File: src/rtl/pc_sequencer.sv
// Program counter sequencer: increment/wrap, absolute jump, relative branch and
// call/return through a small LIFO return stack, with range and stack fault flags.
module pc_sequencer #(
    parameter int N           = 8,
    parameter int DEPTH       = 9,
    parameter int STACK_DEPTH = 4
) (
    input  logic                             clk,
    input  logic                             reset,
    input  logic                             stall,
    input  logic                             jump,
    input  logic [N-1:0]                     jump_addr,
    input  logic                             branch_en,
    input  logic                             branch_cond,
    input  logic [N-1:0]                     branch_off,
    input  logic                             call,
    input  logic                             ret,
    output logic [N-1:0]                     counter,
    output logic [$clog2(STACK_DEPTH+1)-1:0] sp,
    output logic                             addr_err,
    output logic                             stack_ovf,
    output logic                             stack_unf
);

    localparam int SPW = $clog2(STACK_DEPTH + 1);
    localparam int AW  = (STACK_DEPTH > 1) ? $clog2(STACK_DEPTH) : 1;

    localparam logic [N-1:0]   LAST    = N'(DEPTH - 1);
    localparam logic [N:0]     DEPTH_U = (N + 1)'(DEPTH);
    localparam logic [N+1:0]   DEPTH_B = (N + 2)'(DEPTH);
    localparam logic [SPW-1:0] SP_FULL = SPW'(STACK_DEPTH);

    logic [N-1:0]   stack_mem [0:(2**AW)-1];

    logic [N-1:0]   counter_next;
    logic [SPW-1:0] sp_next;
    logic           addr_err_next;
    logic           stack_ovf_next;
    logic           stack_unf_next;
    logic           push_en;

    logic [N-1:0]   incr;
    logic [N-1:0]   top;
    logic [SPW-1:0] sp_dec;
    logic           jump_bad;
    logic [N-1:0]   jump_tgt;
    logic [N+1:0]   branch_tgt;
    logic           branch_bad;

    assign incr     = (counter == LAST) ? '0 : counter + N'(1);
    assign sp_dec   = sp - SPW'(1);
    assign top      = stack_mem[sp_dec[AW-1:0]];
    assign jump_bad = ({1'b0, jump_addr} >= DEPTH_U);
    assign jump_tgt = jump_bad ? '0 : jump_addr;

    // Two extra bits hold the sign and the carry, so a negative or overflowing
    // target is caught instead of wrapping modulo 2**N.
    assign branch_tgt = {2'b00, counter} + {{2{branch_off[N-1]}}, branch_off};
    assign branch_bad = branch_tgt[N+1] || (branch_tgt >= DEPTH_B);

    always_comb begin
        counter_next   = counter;
        sp_next        = sp;
        addr_err_next  = 1'b0;
        stack_ovf_next = stack_ovf;
        stack_unf_next = stack_unf;
        push_en        = 1'b0;
        if (stall) begin
            counter_next = counter;
        end else if (ret) begin
            if (sp != '0) begin
                counter_next = top;
                sp_next      = sp_dec;
            end else begin
                stack_unf_next = 1'b1;
                counter_next   = incr;
            end
        end else if (call) begin
            if (sp < SP_FULL) begin
                push_en       = 1'b1;
                sp_next       = sp + SPW'(1);
                counter_next  = jump_tgt;
                addr_err_next = jump_bad;
            end else begin
                stack_ovf_next = 1'b1;
                counter_next   = incr;
            end
        end else if (jump) begin
            counter_next  = jump_tgt;
            addr_err_next = jump_bad;
        end else if (branch_en && branch_cond) begin
            counter_next  = branch_bad ? '0 : branch_tgt[N-1:0];
            addr_err_next = branch_bad;
        end else begin
            counter_next = incr;
        end
    end

    // Return stack storage is never reset; sp alone decides which entries are live.
    always_ff @(posedge clk) begin
        if (push_en) begin
            stack_mem[sp[AW-1:0]] <= incr;
        end
    end

    always_ff @(posedge clk or negedge reset) begin
        if (!reset) begin
            counter   <= '0;
            sp        <= '0;
            addr_err  <= 1'b0;
            stack_ovf <= 1'b0;
            stack_unf <= 1'b0;
        end else begin
            counter   <= counter_next;
            sp        <= sp_next;
            addr_err  <= addr_err_next;
            stack_ovf <= stack_ovf_next;
            stack_unf <= stack_unf_next;
        end
    end

endmodule

File: config.mk
export PLATFORM = sky130hd
export DESIGN_NAME = pc_sequencer
export DESIGN_NICKNAME = d
export VERILOG_FILES = /design/src/rtl/pc_sequencer.sv
export SDC_FILE = /design/constraint.sdc
export NUM_CORES = 1
export LEC_CHECK = 0
export CORE_ASPECT_RATIO = 1.2
export CORE_MARGIN = 10
export CORE_UTILIZATION = 48
export CTS_BUF_LIST = sky130_fd_sc_hd__clkbuf_2
export DETAILED_ROUTE_END_ITERATION = 16
export PLACE_DENSITY_LB_ADDON = 0.15
export SLEW_MARGIN = 20
export SYNTH_ARGS = -nofsm -noshare
export SYNTH_HDL_FRONTEND = slang
export SYNTH_SLANG_ARGS = --single-unit
File: constraint.sdc
create_clock -name clk -period 5 [get_ports clk]
set_clock_uncertainty 0.2 [all_clocks]
set_input_delay 1.25 -clock clk [delete_from_list [all_inputs] [get_ports clk]]
set_output_delay 1.25 -clock clk [all_outputs]
set_load 0.03 [all_outputs]
==> flow_metrics.py <==
metrics = {
    "route": {
        "drt.antenna.violating_nets": 0,
        "drt-pass1-iter-count": 4,
        "vias_per_cell": 5.80,
        "wirelength_um": 6680,
        "wl_per_cell_um": 18.3,
        "drc_errors": 0,
        "vias": 2123,
        "first_iter_violations": 148,
    },
    "power": {
        "p_int_w": 0.00103,
        "vdd_ir_drop_max_mv": 0.284,
        "p_leak_nw": 1.30,
        "p_comb_share_pct": 53.5,
        "total_power_w": 0.00180,
        "power_frac_clock_pct": 11.7,
        "powerDensity_mw_per_mm2": 537,
        "seqPwrFrac_pct": 34.7,
        "netSwitchingFraction_pct": 43.2,
        "p_sw_w": 0.000779,
    },
    "synth": {
        "yosysTopAreaCellShare_pct": 33.6,
        "muxShareOfSynthArea_pct": 9.62,
        "yosysWarnings": 0,
        "synth_compound_area_share_pct": 16.0,
        "ys_seq_area_share_pct": 45.8,
        "synth_top_family_by_area": "compound AO/OA/AOI/OAI gates",
        "ys_types": 59,
        "yosys.area_share.simple_pct": 14.6,
        "synth-xor-area-share_pct": 3.06,
        "synth_area_mm2": 0.00286,
        "syn_inst": 249,
        "async_flop_share_pct": 30.4,
        "synth-main-ff-cell": "edfxtp_1",
        "yosys-top-cells-area": "edfxtp_1, dfrtp_1, ha_1",
        "synth_edf_count": 32,
        "ys_seq_elements": 46,
        "avgSynthCellArea_um2": 11.5,
        "syn_nets": 290,
        "synth_fa_ha_area_share_pct": 7.70,
        "yosysTopAreaCell": "edfxtp_1",
    },
    "timing": {
        "period_share_pct": 71.7,
        "rsz0062_at_grt": "no",
        "max_slew_margin_pct": 47.3,
        "fin_setup_tns_ns": 0,
        "fmax_mhz": 279,
        "worstMarginPinSlew_ns": 0.784,
        "hold_violations": 0,
        "whs_ns": 0.294,
        "finalSetupViolCount": 0,
        "period_minus_slack_ns": 3.58,
        "maxSlewViolCount": 0,
    },
    "worst_hold_path": {
        "hold_path_class": "reg2reg",
        "min-delay-start": "stack_unf",
    },
    "worst_setup_path": {
        "required_ns": 5.15,
        "cp-start-kind": "primary input",
        "cp-end-kind": "flop",
        "crit_type": "in2reg",
        "r2r_start": "sp[0]",
        "critPathArrivalTime_ns": 3.74,
        "crit_fanout": 5,
        "cp-startpoint": "branch_off[0]",
    },
    "cells_and_area": {
        "fill_cells": 511,
        "final_nets": 326,
        "utilization_pct": 58.9,
        "final_cell_mix": "clkdlybuf4s50_1, edfxtp_1, ha_1",
        "stdcell_count": 366,
        "synthToLayoutAreaGrowth_pct": 17.5,
        "antennaDiodeCount": 0,
        "layout-drive-gt1-share_pct": 6.64,
        "register_area_mm2": 0.00131,
        "multi_input_area_mm2": 0.00146,
        "final_common_cell": "clkdlybuf4s50_1",
    },
    "clocking": {
        "cts_buffers": 5,
        "cts_buffer_depth": 2,
        "postCtsResizedCells": 0,
        "cts.sinks": 46,
        "cts.clk_slew.worst_paths_ns": 0.24,
        "htree_levels": 2,
        "cts_tree": "yes",
        "ctsHoldBuffers": 0,
        "cts-root-buf": "clkbuf_2",
        "cts_setup_buffers": 0,
        "insertion_delay_ns": 0.42,
    },
    "placement": {
        "io_buffers": 37,
        "hpwlAfterDp_um": 5130,
        "gp_congestion": 0.860,
        "place_inst": 358,
    },
    "global_route": {
        "grt_max_degree": 18,
        "grt_usage_pct": 14.2,
        "grt_pass1_vias": 2201,
        "grt_pass1_wl_um": 11100,
        "antenna_found_initial": 0,
        "overflow": 0,
    },
    "job": {
        "drv_cap": 0,
    },
    "floorplan": {
        "placementRows": 30,
        "die_w_um": 90.5,
        "die_y_um": 105,
        "die_area_mm2": 0.00946,
        "core_area_mm2": 0.00571,
        "ioPinCount": 38,
        "start_util_pct": 50.2,
    },
    "status": {
        "outcome": "finished clean",
    },
}
-- metal layers --
layer | up-vias | track usage, % | wire, um
li1 | 1042 | - | -
met1 | 1028 | 16.3 | 2800
met5 | - | 0 | 0
met4 | 0 | 5.13 | 130
met3 | 11 | 2.93 | 202
met2 | 42 | 25.2 | 3550
-- final cells by class --
class	instances	area share, %
clock buffers	5	0.744
inverters	14	1.56
repair buffers	37	11.0
flip-flops and latches	46	39.0
well taps	80	2.98
multi-input cells	181	43.4
clock inverters	3	1.30
-- worst paths after layout --
check	end	slack, ns	cells past startpoint
setup / recovery	counter[3]	1.42	9
hold / removal	stack_unf	0.29	1
setup reg to reg	counter[0]	1.78	7
max in group asynchronous	sp[0]	3.17	1
min in group asynchronous	stack_ovf	0.99	1
hold reg to reg	stack_unf	0.29	1
-- through the flow --
stage | worst slack (ns) | instance area (um2)
floorplan | 1.60 | 2860
global placement | 1.04 | 3290
detailed placement | 0.962 | 3290
CTS | 1.42 | 3360
global route | 1.17 | 3360
finish | 1.42 | 3360
-- power by group through the flow --
| stage | Clock, W | Sequential [W] | Combinational (W) |
|---|---|---|---|
| global route | 0.000231 | 0.000639 | 0.00105 |
| CTS | 0.000218 | 0.000627 | 0.000967 |
| detailed placement | 0 | 0.000636 | 0.000959 |
| finish | 0.000212 | 0.000627 | 0.000966 |
| floorplan | 0 | 0.000682 | 0.000613 |
| global placement | 0 | 0.000635 | 0.000954 |
-- cells in the mapped netlist (2+ instances only) --
| cell | number |
|---|---|
| a21o_1 | 2 |
| o211ai_1 | 4 |
| a221o_1 | 3 |
| and2_0 | 2 |
| edfxtp_1 | 32 |
| a21oi_1 | 13 |
| and3_1 | 8 |
| a211o_1 | 3 |
| mux2_2 | 3 |
| mux2i_1 | 2 |
| a211oi_1 | 3 |
| mux4_1 | 7 |
| clkbuf_1 | 6 |
| ha_1 | 16 |
| a2111oi_0 | 2 |
| o31ai_1 | 3 |
| and2_1 | 6 |
| nand2b_1 | 2 |
| a31oi_1 | 6 |
| dfrtp_1 | 14 |
| xnor2_1 | 6 |
| nand3_1 | 8 |
| inv_1 | 13 |
| nor3_1 | 7 |
| nor2b_1 | 4 |
| a22o_1 | 2 |
| o21ai_0 | 9 |
| xor2_1 | 4 |
| nor2_1 | 13 |
| nor4_1 | 3 |
| nand2_1 | 15 |
-- kinds of logic after synthesis --
logic type / after synthesis
xor gates and xnor gates: 10
AOI/OAI and AO/OA: 65
muxes: 14
buffers and inverters: 22
adders and majority gates: 17
and+or+nand+nor: 75
DFF: 46
-- critical path, cell delays in order --
cell	delay, ns
clkdlybuf4s50_1	0.40
ha_1	0.23
fa_1	0.43
a211oi_2	0.33
o21ai_0	0.18
a211o_1	0.28
mux2i_1	0.22
o21ai_1	0.15
o31ai_1	0.28
-- registers in the layout (all words and copies together) (netlist names) --
register	cells
counter	8
stack_mem	32
stack_unf	1
stack_ovf	1
sp	3
addr_err	1
No activity file was read; power rests on OpenSTA's default activity.
